===== config.mk =====
export PLATFORM = sky130hd
export DESIGN_NAME = uart_rx
export DESIGN_NICKNAME = d
export VERILOG_FILES = /design/src/rtl/uart_rx.sv
export SDC_FILE = /design/constraint.sdc
export NUM_CORES = 1
export LEC_CHECK = 0
export CORE_MARGIN = 2
export CORE_UTILIZATION = 47
export DETAILED_ROUTE_END_ITERATION = 12
export PLACE_DENSITY = 0.66
export SYNTH_ARGS = -nofsm -noshare
export SYNTH_HDL_FRONTEND = slang
export SYNTH_SLANG_ARGS = --single-unit

===== constraint.sdc =====
create_clock -name clk -period 4.11 [get_ports clk]
set_clock_uncertainty 0.05 [all_clocks]
set_input_delay 0.822 -clock clk [delete_from_list [all_inputs] [get_ports clk]]
set_output_delay 0.822 -clock clk [all_outputs]
set_load 0.05 [all_outputs]

===== src/rtl/uart_rx.sv =====
// uart_rx: 8N1-style serial receiver.
//
// Oversamples the asynchronous rx line on the system clock and samples each
// bit at its centre with an internal bit-period counter. A frame is one start
// bit, DATA_BITS data bits (LSB first) and one stop bit. Good frames update
// data_out with a one-cycle data_valid pulse; a low stop bit gives a one-cycle
// frame_err pulse and the receiver then waits for the line to go high again.
//
// Parameters:
//   CLKS_PER_BIT  clocks per serial bit (>= 4)
//   DATA_BITS     data bits per frame (5..9)
//
// Ports:
//   clk         in   system clock, rising edge active
//   rst         in   asynchronous reset, active low
//   rx          in   serial line, asynchronous, idles high
//   data_out    out  last good received word, held until the next good frame
//   data_valid  out  one-cycle pulse when data_out has just been updated
//   frame_err   out  one-cycle pulse when the stop bit was sampled low
//   busy        out  high whenever the receiver is not idle

module uart_rx #(
  parameter int CLKS_PER_BIT = 5210,
  parameter int DATA_BITS    = 8
) (
  input  logic                 clk,
  input  logic                 rst,
  input  logic                 rx,
  output logic [DATA_BITS-1:0] data_out,
  output logic                 data_valid,
  output logic                 frame_err,
  output logic                 busy
);

  localparam int HALF = CLKS_PER_BIT / 2;
  localparam int CW   = $clog2(CLKS_PER_BIT);
  // idx must be able to hold DATA_BITS after the last increment
  localparam int IW   = $clog2(DATA_BITS + 1);

  localparam logic [CW-1:0] CNT_LAST  = CW'(CLKS_PER_BIT - 1);
  localparam logic [CW-1:0] HALF_LAST = CW'(HALF - 1);
  localparam logic [IW-1:0] IDX_LAST  = IW'(DATA_BITS - 1);

  localparam logic [2:0] S_IDLE  = 3'd0;
  localparam logic [2:0] S_START = 3'd1;
  localparam logic [2:0] S_DATA  = 3'd2;
  localparam logic [2:0] S_STOP  = 3'd3;
  localparam logic [2:0] S_BREAK = 3'd4;

  logic [2:0]           state;
  logic [CW-1:0]        cnt;
  logic [IW-1:0]        idx;
  logic [DATA_BITS-1:0] sh;
  logic                 rx_meta;
  logic                 rx_s;

  // Two-flop synchronizer. Both flops reset high so that an idle line does
  // not look like a start bit coming out of reset; a line that is really low
  // still propagates through two clocks later and is taken as a start bit.
  always_ff @(posedge clk or negedge rst) begin
    if (!rst) begin
      rx_meta <= 1'b1;
      rx_s    <= 1'b1;
    end else begin
      rx_meta <= rx;
      rx_s    <= rx_meta;
    end
  end

  // Receive state machine and datapath.
  // START counts half a bit to land on the start-bit centre; from there every
  // full bit period lands on the centre of the next bit. The counter is
  // always cleared at its terminal value, so there is no wrap and no
  // resynchronisation to line edges once a frame has been accepted.
  always_ff @(posedge clk or negedge rst) begin
    if (!rst) begin
      state      <= S_IDLE;
      cnt        <= '0;
      idx        <= '0;
      sh         <= '0;
      data_out   <= '0;
      data_valid <= 1'b0;
      frame_err  <= 1'b0;
    end else begin
      data_valid <= 1'b0;
      frame_err  <= 1'b0;
      case (state)
        S_IDLE: begin
          if (!rx_s) begin
            state <= S_START;
            cnt   <= '0;
          end
        end
        S_START: begin
          if (cnt == HALF_LAST) begin
            cnt <= '0;
            if (!rx_s) begin
              state <= S_DATA;
              idx   <= '0;
            end else begin
              // line went back high before the centre: a glitch, not a frame
              state <= S_IDLE;
            end
          end else begin
            cnt <= cnt + 1'b1;
          end
        end
        S_DATA: begin
          if (cnt == CNT_LAST) begin
            // LSB arrives first, so new bits enter at the top and shift down
            sh  <= {rx_s, sh[DATA_BITS-1:1]};
            cnt <= '0;
            idx <= idx + 1'b1;
            if (idx == IDX_LAST) begin
              state <= S_STOP;
            end
          end else begin
            cnt <= cnt + 1'b1;
          end
        end
        S_STOP: begin
          if (cnt == CNT_LAST) begin
            cnt <= '0;
            if (rx_s) begin
              data_out   <= sh;
              data_valid <= 1'b1;
              state      <= S_IDLE;
            end else begin
              frame_err <= 1'b1;
              state     <= S_BREAK;
            end
          end else begin
            cnt <= cnt + 1'b1;
          end
        end
        S_BREAK: begin
          // a held-low line reports one error only, then waits for idle
          if (rx_s) begin
            state <= S_IDLE;
          end
        end
        default: begin
          state <= S_IDLE;
        end
      endcase
    end
  end

  assign busy = (state != S_IDLE);

endmodule


* After elaboration in Yosys (flattened, before gate mapping)
Cells that the tools add are included. Widths: inputs -> output; s select.
Word-level totals: word-level logic and storage cells 58, bits in registers 40, output and inout bits 11, input bits 3
Operators by class: add/sub/neg operators 2, muxes and demuxes 23, equal/unequal tests 14, reduce and logical (&&, ||, !) cells 10
Operators by type and width (number):
- $mux 13 | 3
- $pmux 13 s3 | 1
- $mux 3 | 7
- $pmux 3 s5 | 1
- $ne 2x2->1 const B | 7
- $add 13x1->13 const B | 1
- $eq 13x12->1 const B | 1
- $eq 13x13->1 const B | 1
- $mux 4 | 3
- $pmux 4 s2 | 1
- $eq 3x2->1 const B | 2
- $mux 1 | 6
- $reduce_and 6->1 | 1
- $reduce_bool 3->1 | 2
- $add 4x1->4 const B | 1
- $eq 4x3->1 const B | 1
- $reduce_and 2->1 | 2
- $reduce_and 4->1 | 1
- $eq 3x1->1 const B | 1
- $eq 3x3->1 const B | 1
- $logic_not 3->1 | 1
- $reduce_and 3->1 | 1
- $mux 2 | 1
- $reduce_bool 2->1 | 1
- $reduce_or 2->1 | 1

* Longest topological paths before layout
depth in word-level cells 4, depth in mapped cells 8, mapped depth without buffers 7

* Least setup slack after synthesis
Ideal clock, no wire load.
path type register -> register, start register cnt[8], end register idx[3], required time 3968 ps, stages on the path, launching flop included 7, setup slack 1990 ps, path buffers 1, arrival time 1978 ps, setup time 92 ps, period minus slack after synthesis 2120 ps, cells stage by stage dfrtp_1 > or4_4 > or4b_4 > buf_6 > a211oi_2 > a21oi_1 > o31ai_2
Between the ends: word-level cells in the longest chain between the ends 3, elaborated cells on any way between the ends 5, those cells by class eq/ne: 4; reduce/logical: 1
Ends and longest elaborated chain:
- from (decl) | RTL line 51 | logic [CW-1:0] cnt;
- from (signal assigned) | RTL line 105 | cnt <= cnt + 1'b1;
- from (signal assigned) | RTL line 118 | cnt <= cnt + 1'b1;
- from (signal assigned) | RTL line 133 | cnt <= cnt + 1'b1;
- $eq 13x13->1 / $eq 13x12->1 (equally long branches) | RTL line 109, 95
- $ne 2x2->1 (no source line)
- $reduce_and 4->1 (no source line) *
- to (signal assigned) | RTL line 113 | idx <= idx + 1'b1;
- to (decl) | RTL line 52 | logic [IW-1:0] idx;
Mark *: on every way between the ends. The rest lies on a longest branch, timed or not. A chain may end at the register's enable or synchronous reset.

* Final worst setup path
start register state[2], end output port busy
Between the ends: word-level cells in the longest chain between the ends 1
Ends and longest elaborated chain:
- from (decl) | RTL line 50 | logic [2:0] state;
- from (signal assigned) | RTL line 77 | state <= S_IDLE;
- from (signal assigned) | RTL line 90 | state <= S_START;
- from (signal assigned) | RTL line 98 | state <= S_DATA;
- $reduce_bool 3->1 | RTL line 149 | assign busy = (state != S_IDLE);
- to (decl) | RTL line 32 | output logic busy
No other way between the ends.

==> results.ini <==
[detailed_routing]
drc_errors = 0
vias = 1342
routed.top_layer = met4
drtIter0Drc = 96
via_per_inst = 5.69
wl_met1_um = 1710
first_pass_iters = 4
routedWlPerCell_um = 15.1
ant_nets = 0
wl_met3_um = 75
wirelength_um = 3570
dr_wl_met2_um = 1750

[die]
die_y_um = 68.3
coreArea_sq_mm = 0.00400
die-area_sq_mm = 0.00466
ios = 14
die_w_um = 68.3
rows = 23
start_util_pct = 48.6

[timing]
setup_viol = 0
setup_tns_ns = 0
finalMaxSlewViolations = 0
finalCritPeriodShare_pct = 66.2
post-route-min-period_ns = 2.72
timing.final.ws_setup_ns = 1.39
rsz0062_at_grt = false
hold_viol = 0
fmax_mhz = 368
worstMarginPinSlew_ns = 0.936
slew_headroom_pct = 37.6

[global_routing]
grt_max_degree = 41
grt_pass1_vias = 1324
antenna_found_initial = 0
overflow = 0
globalRouteTotalUtil_pct = 17.7
grt_pass1_wl_um = 6060

[layout]
antenna_cells = 0
drive_above_1_share_pct = 20.4
num-nets-final = 192
syn_to_final_growth_pct = 11.4

[synthesis]
syn_nets = 179
syn-cell-area_sq_mm = 0.00194
synth.distinct_cells = 48
synth_top_area_share_pct = 48.9
syn-mean-instance-area_sq_um = 11.3
ys_seq_area_share_pct = 51.6
synth_edf_count = 0
ys_warn_count = 0
syn_inst = 172
ys_ff_latch = 40
synth_area_leaders = dfrtp_1 (49%), mux2_2 (9.9%), nand3_1 (3.1%), dfstp_2 (2.7%), nand2_1 (2.7%)
yosysMostFrequentCell = dfrtp_1
synthTopCellsByCount = dfrtp_1 (38), mux2_2 (17), nand2_1 (14)
yosysTopAreaCell = dfrtp_1
ys.flop_type = dfrtp_1
synthArstFlopShare_pct = 100

[clock_network]
cts_resized = 0
cts_setup_buffers = 0
numCtsBuffers = 5
insertion_delay_ns = 0.28
cts_root_buf = clkbuf_8
cts_num_sinks = 40
cts.clk_slew.worst_paths_ns = 0.07
hold_buffers = 0
clock_path_buffers = 2
htree_num_levels = 2
cts_tree = yes

[setup_path]
worstPathRequired_ns = 3.24
worst_setup_path_end_kind = output port
r2r_cells = 5
crit_family = buffers and inverters
path_class = reg -> out
crit_chain = or3_1 -> clkdlybuf4s50_1
slowest_delay_ns = 0.70
path_max_fanout = 10
r2r_end = cnt[5]
worst_setup_path_start_kind = register
arrival_ns = 1.85
r2r_slack_ns = 1.64
critPathBufInv = 1
timing.rr.start = cnt[10]
worstSetupPathDepth = 2
critPathSlowestCell = clkdlybuf4s50_1

[power_and_ir_drop]
power_density_mw_per_mm2 = 304
p_leak_nw = 1.02
ir_drop_mv = 0.141

[placed_design]
gp_congestion = 0.790
hpwlAfterDp_um = 2540
io_buffers = 13
dpl_worst_slack_ns = 1.69

[worst_hold_path]
hold_end = rx_s
holdCritPathClass = reg -> reg
hp-start = rx_meta
hold_depth = 0

[run]
drv_cap = 0

[outcome]
status = finished clean

## cell families after synthesis
| group | Yosys count | synth area share, % |
|---|---|---|
| flip-flops | 40 | 51.6 |
| XOR/XNOR | 3 | 1.35 |
| adder cells (fa/ha/maj) | 4 | 2.58 |
| buffers and inverters | 12 | 3.73 |
| AO/OA/AOI/OAI | 36 | 12.3 |
| multiplexers | 17 | 9.85 |
| AND/OR/NAND/NOR | 60 | 18.5 |
## where the power goes
| group | switching (mW) | internal [mW] |
|---|---|---|
| combinational | 0.00828 | 0.00206 |
| clock | 0.133 | 0.118 |
| sequential | 0.00128 | 0.395 |
## worst max-delay path by stage
| stage | slack [ns] | from | end |
|---|---|---|---|
| after floorplan | 1.99 | cnt[8] | idx[3] |
| after global placement | 1.71 | state[2] | busy |
| after detailed placement | 1.69 | cnt[10] | cnt[5] |
| after CTS | 1.38 | state[2] | busy |
| after global routing | 1.33 | state[2] | busy |
| final | 1.39 | state[2] | busy |
## sequential cells by signal, summed over array words and instances, names as in the netlist
register and flops:
cnt 13, frame_err 1, idx 4, data_out 8, state 3, rx_meta 1, rx_s 1, sh 8
data_valid 1
## layout make-up
type	instances	area (sq um)
inverter	5	18.8
clock inverter	3	18.8
clock buffer	5	68.8
tap	50	62.6
fill	346	1840
timing repair buffer	13	125
multi-input combinational	120	867
sequential	40	1000
## layer usage
layer  vias up  GRT usage, %
li1        652             -
met1       670          21.5
met2        16          29.9
met3         4          4.93
met4         0          6.75
met5         -             0
## metrics by stage
stage / utilization (%) / power (mW) / std cells / instance area [sq um] / hold WS [ns]
2_1_floorplan: - / 0.406 / 172 / 1940 / 0.295
3_3_place_gp: 51.9 / 0.415 / 228 / 2080 / 0.297
3_5_place_dp: 51.9 / 0.415 / 228 / 2080 / 0.297
4_1_cts: 54.1 / 0.669 / 236 / 2160 / 0.309
5_1_grt: 54.1 / 0.686 / 236 / 2160 / 0.311
6_report: 54.1 / 0.658 / 236 / 2160 / 0.307
## layout by cell type, fill, tap and decap left out, types with 4 or more instances in the layout
| cell | n |
|---|---|
| nand2_1 | 14 |
| nor2_1 | 6 |
| o21ai_0 | 9 |
| dfrtp_1 | 38 |
| nand3_1 | 12 |
| a21oi_1 | 10 |
| inv_1 | 5 |
| ha_1 | 4 |
| or3_1 | 4 |
| clkbuf_8 | 5 |
| clkdlybuf4s50_1 | 12 |
| mux2_2 | 17 |
## worst reg2reg max path, stage by stage (launching register included)
cell and delay [ns]:
dfrtp_1 0.43, or4b_2 0.69, nor4_2 0.36, o22a_1 0.43, o21ai_0 0.19, a22o_1 0.22
Note: power is estimated with default switching activity, not from simulation.
